**src/rtl/alu_seq_if.sv**
```systemverilog
// rtl/alu_seq_if.sv - command/result handshake bundle between operand fetch, alu_seq and write-back
interface alu_seq_if #(
  parameter int WIDTH = 16
);
  // command side: operands and opcode offered by operand fetch
  logic             in_valid;
  logic             in_ready;
  logic [4:0]       f;
  logic [WIDTH-1:0] a;
  logic [WIDTH-1:0] b;

  // result side: registered result and status towards write-back
  logic             out_valid;
  logic             out_ready;
  logic [WIDTH-1:0] s;
  logic             zero;
  logic             neg;
  logic             err;

  // producer of commands / consumer of results
  modport master (
    output in_valid, f, a, b, out_ready,
    input  in_ready, out_valid, s, zero, neg, err
  );

  // the ALU itself
  modport slave (
    input  in_valid, f, a, b, out_ready,
    output in_ready, out_valid, s, zero, neg, err
  );
endinterface

```
**src/rtl/alu_seq.sv**
```systemverilog
// rtl/alu_seq.sv - handshaked sequential ALU, s = b OP a; ALU_SEQ_DIV_EN adds iterative DIV/MOD
module alu_seq #(
  parameter int WIDTH = 16,
  parameter int CNT_W = $clog2(WIDTH) + 1
) (
  input  logic     clk,
  input  logic     rst,
  alu_seq_if.slave bus
);

  localparam logic [4:0] OP_ADD  = 5'd0;
  localparam logic [4:0] OP_SUB  = 5'd1;
  localparam logic [4:0] OP_MUL  = 5'd2;
  localparam logic [4:0] OP_SHL  = 5'd3;
  localparam logic [4:0] OP_SHR  = 5'd4;
  localparam logic [4:0] OP_BAND = 5'd5;
  localparam logic [4:0] OP_BOR  = 5'd6;
  localparam logic [4:0] OP_BXOR = 5'd7;
  localparam logic [4:0] OP_AND  = 5'd8;
  localparam logic [4:0] OP_OR   = 5'd9;
  localparam logic [4:0] OP_EQ   = 5'd10;
  localparam logic [4:0] OP_NE   = 5'd11;
  localparam logic [4:0] OP_GE   = 5'd12;
  localparam logic [4:0] OP_LE   = 5'd13;
  localparam logic [4:0] OP_GT   = 5'd14;
  localparam logic [4:0] OP_LT   = 5'd15;
  localparam logic [4:0] OP_NEG  = 5'd16;
  localparam logic [4:0] OP_BNOT = 5'd17;
  localparam logic [4:0] OP_NOT  = 5'd18;
`ifdef ALU_SEQ_DIV_EN
  localparam logic [4:0] OP_DIV  = 5'd19;
  localparam logic [4:0] OP_MOD  = 5'd20;
`endif

  // shift amounts at or above this limit flush the result to zero
  localparam logic [WIDTH-1:0] SH_LIM   = WIDTH'(WIDTH);
  // counter value during the final iteration of a multi-cycle op
  localparam logic [CNT_W-1:0] LAST_CNT = CNT_W'(WIDTH - 1);

  typedef enum logic [1:0] {IDLE, BUSY, DONE} state_t;

  state_t           state;
  state_t           state_nxt;

  // iteration registers shared by multiplier and divider:
  //   MUL: acc = partial product, mc = multiplicand shifted left, mp = multiplier shifted right
  //   DIV: acc = partial remainder, mc = |divisor|, mp = dividend shifting out / quotient shifting in
  logic [WIDTH-1:0] acc;
  logic [WIDTH-1:0] mc;
  logic [WIDTH-1:0] mp;
  logic [CNT_W-1:0] cnt;

  logic [WIDTH-1:0] acc_nxt;
  logic [WIDTH-1:0] mc_nxt;
  logic [WIDTH-1:0] mp_nxt;

`ifdef ALU_SEQ_DIV_EN
  // operation context captured at accept for the divider's final sign fix-up
  logic [4:0]       op_f;
  logic             div_zero;
  logic             q_neg;
  logic             r_neg;
  logic [WIDTH-1:0] b_raw;
  logic [WIDTH:0]   rem_sh;
  logic [WIDTH:0]   rem_dif;
`endif

  // registered result and flags
  logic [WIDTH-1:0] s_q;
  logic             zero_q;
  logic             neg_q;
  logic             err_q;

  logic             accept;
  logic             is_multi;
  logic             last_step;
  logic [WIDTH-1:0] sc_res;
  logic             sc_err;
  logic [WIDTH-1:0] fin_res;
  logic             fin_err;

  function automatic logic [WIDTH-1:0] bool2w(input logic x);
    return {{(WIDTH-1){1'b0}}, x};
  endfunction

  function automatic logic [WIDTH-1:0] mag(input logic [WIDTH-1:0] x);
    return x[WIDTH-1] ? ('0 - x) : x;
  endfunction

  assign accept    = bus.in_valid && (state == IDLE);
  assign last_step = (cnt == LAST_CNT);

  assign bus.s    = s_q;
  assign bus.zero = zero_q;
  assign bus.neg  = neg_q;
  assign bus.err  = err_q;

  // which opcodes take the iterative path instead of completing in one cycle
  always_comb begin
    is_multi = (bus.f == OP_MUL);
`ifdef ALU_SEQ_DIV_EN
    if ((bus.f == OP_DIV) || (bus.f == OP_MOD)) begin
      is_multi = 1'b1;
    end
`endif
  end

  // single-cycle result straight from the live operands; unknown opcodes raise err with s = 0
  always_comb begin
    sc_res = '0;
    sc_err = 1'b0;
    case (bus.f)
      OP_ADD:  sc_res = bus.b + bus.a;
      OP_SUB:  sc_res = bus.b - bus.a;
      OP_MUL:  sc_res = '0;
      OP_SHL:  sc_res = (bus.a >= SH_LIM) ? '0 : (bus.b << bus.a);
      OP_SHR:  sc_res = (bus.a >= SH_LIM) ? '0 : (bus.b >> bus.a);
      OP_BAND: sc_res = bus.b & bus.a;
      OP_BOR:  sc_res = bus.b | bus.a;
      OP_BXOR: sc_res = bus.b ^ bus.a;
      OP_AND:  sc_res = bool2w((bus.b != '0) && (bus.a != '0));
      OP_OR:   sc_res = bool2w((bus.b != '0) || (bus.a != '0));
      OP_EQ:   sc_res = bool2w(bus.b == bus.a);
      OP_NE:   sc_res = bool2w(bus.b != bus.a);
      OP_GE:   sc_res = bool2w($signed(bus.b) >= $signed(bus.a));
      OP_LE:   sc_res = bool2w($signed(bus.b) <= $signed(bus.a));
      OP_GT:   sc_res = bool2w($signed(bus.b) > $signed(bus.a));
      OP_LT:   sc_res = bool2w($signed(bus.b) < $signed(bus.a));
      OP_NEG:  sc_res = '0 - bus.a;
      OP_BNOT: sc_res = ~bus.a;
      OP_NOT:  sc_res = bool2w(bus.a == '0);
`ifdef ALU_SEQ_DIV_EN
      OP_DIV:  sc_res = '0;
      OP_MOD:  sc_res = '0;
`endif
      default: sc_err = 1'b1;
    endcase
  end

  // one iteration: shift-add for MUL, restoring-divide step on magnitudes for DIV/MOD
  always_comb begin
    acc_nxt = mp[0] ? (acc + mc) : acc;
    mc_nxt  = mc << 1;
    mp_nxt  = mp >> 1;
`ifdef ALU_SEQ_DIV_EN
    rem_sh  = {acc, mp[WIDTH-1]};
    rem_dif = rem_sh - {1'b0, mc};
    if (op_f != OP_MUL) begin
      mc_nxt = mc;
      if (!rem_dif[WIDTH]) begin
        acc_nxt = rem_dif[WIDTH-1:0];
        mp_nxt  = {mp[WIDTH-2:0], 1'b1};
      end else begin
        acc_nxt = rem_sh[WIDTH-1:0];
        mp_nxt  = {mp[WIDTH-2:0], 1'b0};
      end
    end
`endif
  end

  // result of the last iteration, with sign restoration and divide-by-zero override for DIV/MOD
  always_comb begin
    fin_res = acc_nxt;
    fin_err = 1'b0;
`ifdef ALU_SEQ_DIV_EN
    if (op_f == OP_DIV) begin
      fin_res = div_zero ? '1 : (q_neg ? ('0 - mp_nxt) : mp_nxt);
      fin_err = div_zero;
    end else if (op_f == OP_MOD) begin
      fin_res = div_zero ? b_raw : (r_neg ? ('0 - acc_nxt) : acc_nxt);
      fin_err = div_zero;
    end
`endif
  end

  // state register
  always_ff @(posedge clk or posedge rst) begin
    if (rst) begin
      state <= IDLE;
    end else begin
      state <= state_nxt;
    end
  end

  // next state and handshake outputs; a result is never overlapped with the next accept
  always_comb begin
    state_nxt     = state;
    bus.in_ready  = 1'b0;
    bus.out_valid = 1'b0;
    case (state)
      IDLE: begin
        bus.in_ready = 1'b1;
        if (accept) begin
          state_nxt = is_multi ? BUSY : DONE;
        end
      end
      BUSY: begin
        if (last_step) begin
          state_nxt = DONE;
        end
      end
      DONE: begin
        bus.out_valid = 1'b1;
        if (bus.out_ready) begin
          state_nxt = IDLE;
        end
      end
      default: state_nxt = IDLE;
    endcase
  end

  // datapath: load at accept, iterate while busy, hold the result untouched while done
  always_ff @(posedge clk or posedge rst) begin
    if (rst) begin
      acc      <= '0;
      mc       <= '0;
      mp       <= '0;
      cnt      <= '0;
      s_q      <= '0;
      zero_q   <= 1'b0;
      neg_q    <= 1'b0;
      err_q    <= 1'b0;
`ifdef ALU_SEQ_DIV_EN
      op_f     <= '0;
      div_zero <= 1'b0;
      q_neg    <= 1'b0;
      r_neg    <= 1'b0;
      b_raw    <= '0;
`endif
    end else begin
      case (state)
        IDLE: begin
          if (accept) begin
            cnt <= '0;
            acc <= '0;
            mc  <= bus.b;
            mp  <= bus.a;
`ifdef ALU_SEQ_DIV_EN
            op_f     <= bus.f;
            div_zero <= (bus.a == '0);
            q_neg    <= bus.b[WIDTH-1] ^ bus.a[WIDTH-1];
            r_neg    <= bus.b[WIDTH-1];
            b_raw    <= bus.b;
            if ((bus.f == OP_DIV) || (bus.f == OP_MOD)) begin
              mc <= mag(bus.a);
              mp <= mag(bus.b);
            end
`endif
            if (!is_multi) begin
              s_q    <= sc_res;
              zero_q <= (sc_res == '0);
              neg_q  <= sc_res[WIDTH-1];
              err_q  <= sc_err;
            end
          end
        end
        BUSY: begin
          acc <= acc_nxt;
          mc  <= mc_nxt;
          mp  <= mp_nxt;
          cnt <= cnt + 1'b1;
          if (last_step) begin
            s_q    <= fin_res;
            zero_q <= (fin_res == '0);
            neg_q  <= fin_res[WIDTH-1];
            err_q  <= fin_err;
          end
        end
        default: begin
        end
      endcase
    end
  end

endmodule

```
**src/flat_wrapper.sv**
```systemverilog
// flat-port wrapper written by rule: the top's interface ports become plain ports
module alu_seq_flat 
#(
  parameter int WIDTH = 16,
  parameter int CNT_W = $clog2(WIDTH) + 1
)
  (clk, rst, bus_in_valid, bus_f, bus_a, bus_b, bus_out_ready, bus_in_ready, bus_out_valid, bus_s, bus_zero, bus_neg, bus_err);
  alu_seq_if #(.WIDTH(WIDTH)) bus_i ();
  input  logic clk;
  input  logic rst;
  input wire logic [$bits(bus_i.in_valid)-1:0] bus_in_valid;
  input wire logic [$bits(bus_i.f)-1:0] bus_f;
  input wire logic [$bits(bus_i.a)-1:0] bus_a;
  input wire logic [$bits(bus_i.b)-1:0] bus_b;
  input wire logic [$bits(bus_i.out_ready)-1:0] bus_out_ready;
  output wire logic [$bits(bus_i.in_ready)-1:0] bus_in_ready;
  output wire logic [$bits(bus_i.out_valid)-1:0] bus_out_valid;
  output wire logic [$bits(bus_i.s)-1:0] bus_s;
  output wire logic [$bits(bus_i.zero)-1:0] bus_zero;
  output wire logic [$bits(bus_i.neg)-1:0] bus_neg;
  output wire logic [$bits(bus_i.err)-1:0] bus_err;
  assign bus_i.in_valid = bus_in_valid;
  assign bus_i.f = bus_f;
  assign bus_i.a = bus_a;
  assign bus_i.b = bus_b;
  assign bus_i.out_ready = bus_out_ready;
  assign bus_in_ready = bus_i.in_ready;
  assign bus_out_valid = bus_i.out_valid;
  assign bus_s = bus_i.s;
  assign bus_zero = bus_i.zero;
  assign bus_neg = bus_i.neg;
  assign bus_err = bus_i.err;
  alu_seq #(.WIDTH(WIDTH), .CNT_W(CNT_W)) u_core (.clk(clk), .rst(rst), .bus(bus_i));
endmodule
```
**config.mk**
```make
export PLATFORM = sky130hd
export DESIGN_NAME = alu_seq_flat
export DESIGN_NICKNAME = d
export VERILOG_FILES = /design/src/rtl/alu_seq_if.sv /design/src/rtl/alu_seq.sv /design/src/flat_wrapper.sv
export SDC_FILE = /design/constraint.sdc
export NUM_CORES = 1
export LEC_CHECK = 0
export BUFFER_PORTS_ARGS = -buffer_cell sky130_fd_sc_hd__buf_2
export CAP_MARGIN = 10
export CORE_ASPECT_RATIO = 0.8
export CORE_MARGIN = 1.5
export CORE_UTILIZATION = 55
export CTS_BUF_LIST = sky130_fd_sc_hd__clkbuf_8 sky130_fd_sc_hd__clkbuf_16
export DETAILED_ROUTE_END_ITERATION = 12
export PLACE_DENSITY = 0.79
export SLEW_MARGIN = 20
export SYNTH_ARGS = -nofsm -noshare
export SYNTH_HDL_FRONTEND = slang
export SYNTH_SLANG_ARGS = --single-unit
```
**constraint.sdc**
```tcl
create_clock -name clk -period 8.9 [get_ports clk]
set_clock_uncertainty 0.1 [all_clocks]
set_input_delay 0.445 -clock clk [delete_from_list [all_inputs] [get_ports clk]]
set_output_delay 0.445 -clock clk [all_outputs]
set_load 0.05 [all_outputs]
```
==> reports/metrics.cfg, run 1 <==
[outcome]
status = finished clean

[cts]
numCtsBuffers = 9
postCtsHoldBufs = 0
cts-root-buf = clkbuf_16
clk_latency_ns = 0.34
ctsResizeCount = 0
tritoncts = yes
htreeDepth = 3
cts_max_path_buffers = 2
cts.clk_slew.worst_paths_ns = 0.06
numClockSinks = 73
post_cts_buffers = 0

[power]
p_total_w = 0.00141
power_leakage_nw = 4.01
power.density_nw_per_um2 = 154
ir_worst_vdd_uv = 104

[synthesis]
postSynthCellCount = 1147
synth_area_um2 = 8540
async_flop_share_pct = 100
ys.flop_type = dfrtp_1
synth_edf_count = 0
syn_nets = 1257
yosys_warnings = 0
synthDistinctLibCells = 78
ys_ff_latch = 73
avgSynthCellArea_um2 = 7.44
seq_area_frac_synth_pct = 21.4

[finish]
nFillCells = 1396
nets = 1264
drive_gt1_share_pct = 10.3
final_cell_mix = nand2_1 (138), o21ai_0 (119), nor2_1 (117), a21oi_1 (84), dfrtp_1 (73)
final_util_pct = 60.9
syn_to_final_growth_pct = 7.75
final_common_cell = nand2_1

[floorplanning]
die_height_um = 114
core_um2 = 15100
start_util_pct = 56.5
die-area_um2 = 16300
num_rows = 40
dieWidth_um = 142
pin_count = 62

[worst_setup_path]
arrival_ns = 4.90
cp_max_fo = 45
cp-start-kind = input pin
worstPathRequired_ns = 9.06
worst-setup-path-type = input pin to register
crit_path_end_kind = register

[global_route]
grt_util_all_layers_pct = 40.1
grt_pass1_vias = 8241
grt_start_max_net_pins = 76
grt_overflow = 0
antenna_found_initial = 1
grt_pass1_wl_um = 49300

[sta]
timing.slew.headroom_pct = 34.8
clock.fmax_mhz = 211
setup_ws_ns = 4.16
grt_setup_unrepaired = false
finalCritPeriodShare_pct = 53.2
fin_crit_ns = 4.74
slew_violations = 0
setup_tns_ns = 0
tightest_slew_ns = 0.975
hold_violations = 0
setup_viol = 0

[route]
routed_wl_um = 32100
vias_per_cell = 6.74
wire_per_inst_um = 23.4
firstDrtPassIters = 9
num_vias = 9223
drc = 0
ant_nets = 0
drt_iter0_markers = 1423

[place]
hpwl_um = 24600
port_buffers = 61
place.gp.congestion = 1.08
pre_cts_slack_ns = 4.04

[hold_path]
worstHoldPathType = input pin to register

[job]
maxCapViolations = 0

==> critical path: stages <==
cell      delay [ns]
buf_2           0.69
inv_1           0.45
ha_1            0.45
a211oi_1        0.50
o21ai_0         0.28
nand4_1         0.14
o21ai_0         0.11
a311oi_1        0.29
nand4_1         0.20
or4_1           0.43
nor4_1          0.58
nand4_1         0.16
o21ai_1         0.16
==> cells by family after synthesis <==
group,share of synthesized area (%)
xor+xnor,3.59
simple gates,23.3
flops,21.4
compound gates,27.7
buf+inv,6.05
mux,7.55
fa+ha+maj,10.4
==> power by group <==
group / leakage, nW / total [W] / internal (W) / switching (W)
logic: 2.92 / 0.000566 / 0.000184 / 0.000383
registers: 0.948 / 0.000447 / 0.000389 / 0.0000580
clock network: 0.151 / 0.000399 / 0.000251 / 0.000148
==> cells in the mapped netlist (7+ instances only) <==
cell | count | share of area, %
or3_1 | 12 | 0.88
xor2_1 | 9 | 0.92
and3_1 | 10 | 0.73
nand4_1 | 12 | 0.88
o211ai_1 | 13 | 1.1
nor3_1 | 29 | 1.7
a211oi_1 | 17 | 1.5
nor2b_1 | 18 | 1.3
clkbuf_1 | 47 | 2.1
o21bai_1 | 11 | 0.97
a21o_1 | 11 | 0.97
o21ai_0 | 119 | 7.0
buf_2 | 17 | 1.0
inv_1 | 51 | 2.2
xnor2_1 | 26 | 2.7
a22o_1 | 7 | 0.72
mux4_2 | 9 | 2.4
a221oi_1 | 10 | 1.0
nor2_1 | 117 | 5.1
dfrtp_1 | 73 | 21
o22ai_1 | 10 | 0.73
a31oi_1 | 10 | 0.73
nand2_1 | 138 | 6.1
ha_1 | 66 | 9.7
a21oi_1 | 84 | 4.9
mux2i_1 | 36 | 4.2
nor4_1 | 17 | 1.2
nand2b_1 | 12 | 0.88
nand3_1 | 30 | 1.8
==> path summary, 6_finish.rpt <==
| path | to | slack, ns | startpoint | cells past startpoint |
|---|---|---|---|---|
| worst max-delay path | u_core.bus.zero | 4.16 | bus_a[1] | 13 |
| worst min-delay path | u_core.state[1] | 0.20 | bus_out_ready | 2 |
| worst max register to register | u_core.bus.s[14] | 5.22 | u_core.mc[0] | 12 |
| worst min register to register | u_core.bus.err | 0.37 | u_core.bus.err | 2 |
| max in group asynchronous | u_core.bus.s[0] | 7.79 | rst | 3 |
| min in group asynchronous | u_core.acc[14] | 0.30 | rst | 3 |
==> layer usage <==
metal / part of all wire (%) / global-route usage (%) / wire, µm / vias to the layer above
met5: 0 / 2.17 / 0 / -
met4: 3.4 / 11.3 / 1090 / 0
met3: 13 / 11.5 / 4280 / 100
met2: 40 / 56.4 / 12700 / 616
met1: 44 / 59.1 / 14000 / 4299
li1: - / - / - / 4208
==> metrics by stage <==
step | hold slack, ns | area (µm²) | instances
after global routing | 0.192 | 9200 | 1368
after global placement | 0.355 | 8880 | 1353
after CTS | 0.185 | 9200 | 1368
final | 0.195 | 9200 | 1369
after floorplan | 0.350 | 8540 | 1147
after detailed placement | 0.362 | 8880 | 1353
==> area by class of cell <==
type | instances | area [µm²] | share of cell area [%]
inverter | 51 | 191 | 2.08
sequential | 73 | 1830 | 19.9
clock buffer | 10 | 239 | 2.60
clock inverter | 5 | 80.1 | 0.871
multi-input combinational | 949 | 6220 | 67.7
antenna | 1 | 2.50 | 0.0272
timing repair buffer | 70 | 373 | 4.05
tap | 210 | 263 | 2.86
==> flip-flops by register name (all words and copies together), names as in the netlist <==
name	count
u_core.bus.err	1
u_core.state	2
u_core.bus.neg	1
u_core.cnt	5
u_core.bus.s	15
u_core.mc	16
u_core.acc	16
u_core.mp	16
u_core.bus.zero	1
No activity file was read; power rests on OpenSTA's default activity.
==> run 2: changes to the inputs <==
- clock period: 8.9 -> 4.6 ns (I/O delays scaled with it)
==> reports/metrics.cfg, run 2 (synthesized netlist as in run 1, its figures left out) <==
[outcome]
status = finished with violations
violations = negative hold slack

[cts]
clk_latency_ns = 0.34
cts-root-buf = clkbuf_16
tritoncts = yes
cts.clk_slew.worst_paths_ns = 0.06
cts_max_path_buffers = 2
post_cts_buffers = 0
htreeDepth = 3
numClockSinks = 73
numCtsBuffers = 9

[sta]
finalCritPeriodShare_pct = 83.6
grt_setup_unrepaired = false
fin_crit_ns = 3.85
setup_viol = 0
clock.fmax_mhz = 260
setup_tns_ns = 0
hold_violations = 20
tightest_slew_ns = 0.981
setup_ws_ns = 0.754
slew_violations = 0
timing.slew.headroom_pct = 34.4
hold_slack_ns = -0.00908

[global_route]
grt_pass1_wl_um = 49400
grt_start_max_net_pins = 83
antenna_found_initial = 0
grt_pass1_vias = 8428
grt_util_all_layers_pct = 40.1
grt_overflow = 0

[power]
power_leakage_nw = 4.08
ir_worst_vdd_uv = 196
power.density_nw_per_um2 = 298
p_total_w = 0.00277

[place]
place.gp.congestion = 1.09
pre_cts_slack_ns = 0.595
dp.cells = 1363
port_buffers = 61
hpwl_um = 24700

[floorplanning]
pin_count = 62
core_um2 = 15100
die_height_um = 114
start_util_pct = 56.5
dieWidth_um = 142
die-area_um2 = 16300
num_rows = 40

[route]
routed_wl_um = 32200
drt_iter0_markers = 1555
firstDrtPassIters = 8
wire_per_inst_um = 23.3
ant_nets = 0
num_vias = 9295
vias_per_cell = 6.73
drc = 0

[worst_setup_path]
worstPathRequired_ns = 4.77
arrival_ns = 4.01
cp_max_fo = 7
cp-start-kind = input pin
crit_path_end_kind = register
worst-setup-path-type = input pin to register

[hold_path]
worstHoldPathType = input pin to asynchronous set/reset pin

[finish]
seqCellArea_um2 = 1830
nets = 1275
fin_cells = 1381
final_util_pct = 61.6
syn_to_final_growth_pct = 9.00
final_cell_mix = nand2_1 (138), o21ai_0 (119), nor2_1 (117), a21oi_1 (84), dfrtp_1 (73)
nFillCells = 1403
top_regs = u_core.acc: 16 flops, u_core.mc: 16 flops, u_core.mp: 16 flops
drive_gt1_share_pct = 11.1
final_common_cell = nand2_1
multiInputGateArea_um2 = 6220

[job]
maxCapViolations = 0

-- run 2: changes by cell type in the layout (fill, tap and decap cells not counted) --
cell	change
clkinv_4	+1
clkbuf_8	+2
buf_4	+10
clkinvlp_4	-2
dlygate4sd3_1	+1
-- run 2: worst paths after layout --
kind                            slack (ns)         endpoint  depth (start not counted)     startpoint
worst max register to register        0.90  u_core.bus.zero                         12   u_core.mc[0]
worst min-delay path                -0.009    u_core.mc[15]                          2            rst
max in group asynchronous             3.45   u_core.bus.err                          3            rst
worst min register to register        0.38    u_core.cnt[4]                          2  u_core.cnt[4]
worst max-delay path                  0.75  u_core.bus.zero                         15       bus_b[0]
min in group clk                      0.19     u_core.mc[0]                          2   bus_in_valid
-- run 2: through the flow --
step	hold WS, ns	instance area [µm²]
after floorplan	0.238	8540
after global placement	0.327	8950
after detailed placement	0.329	8950
after CTS	0.0252	9300
after global routing	0.0918	9300
final	-0.00908	9300
-- run 2: cell type report --
class                      instances  area share [%]
multi-input combinational        949            66.9
clock inverter                     4           0.793
antenna                            1          0.0269
timing repair buffer              81            4.92
tap                              210            2.82
inverter                          51            2.06
sequential                        73            19.6
clock buffer                      12            2.86
-- run 2: critical path: stages --
cell	delay (ns)
buf_2	0.19
inv_1	0.21
ha_1	0.21
inv_1	0.06
fa_1	0.43
nor2b_1	0.17
o21ai_0	0.48
a211oi_1	0.16
a211oi_1	0.56
a21oi_1	0.13
o21ba_2	0.26
nand4_1	0.10
nor4_1	0.51
nand4_1	0.14
o21ai_1	0.15
-- run 2: repair_timing --
action	in CTS	in global routing
endpoints found under the hold margin	1	0
hold buffers	1	0
resized for setup	0	0
-- run 2: per-layer routing --
| layer | vias up | part of all wire (%) | GRT usage [%] |
|---|---|---|---|
| li1 | 4224 | - | - |
| met3 | 75 | 13 | 12.8 |
| met5 | - | 0 | 0 |
| met4 | 0 | 2.8 | 12.0 |
| met1 | 4388 | 43 | 57.9 |
| met2 | 608 | 41 | 56.9 |
-- run 2: report_power, final --
group	leakage [nW]	internal (W)	switching (W)
registers	0.948	0.000753	0.0000937
clock network	0.169	0.000520	0.000282
logic	2.97	0.000361	0.000763
total	4.08	0.00163	0.00114
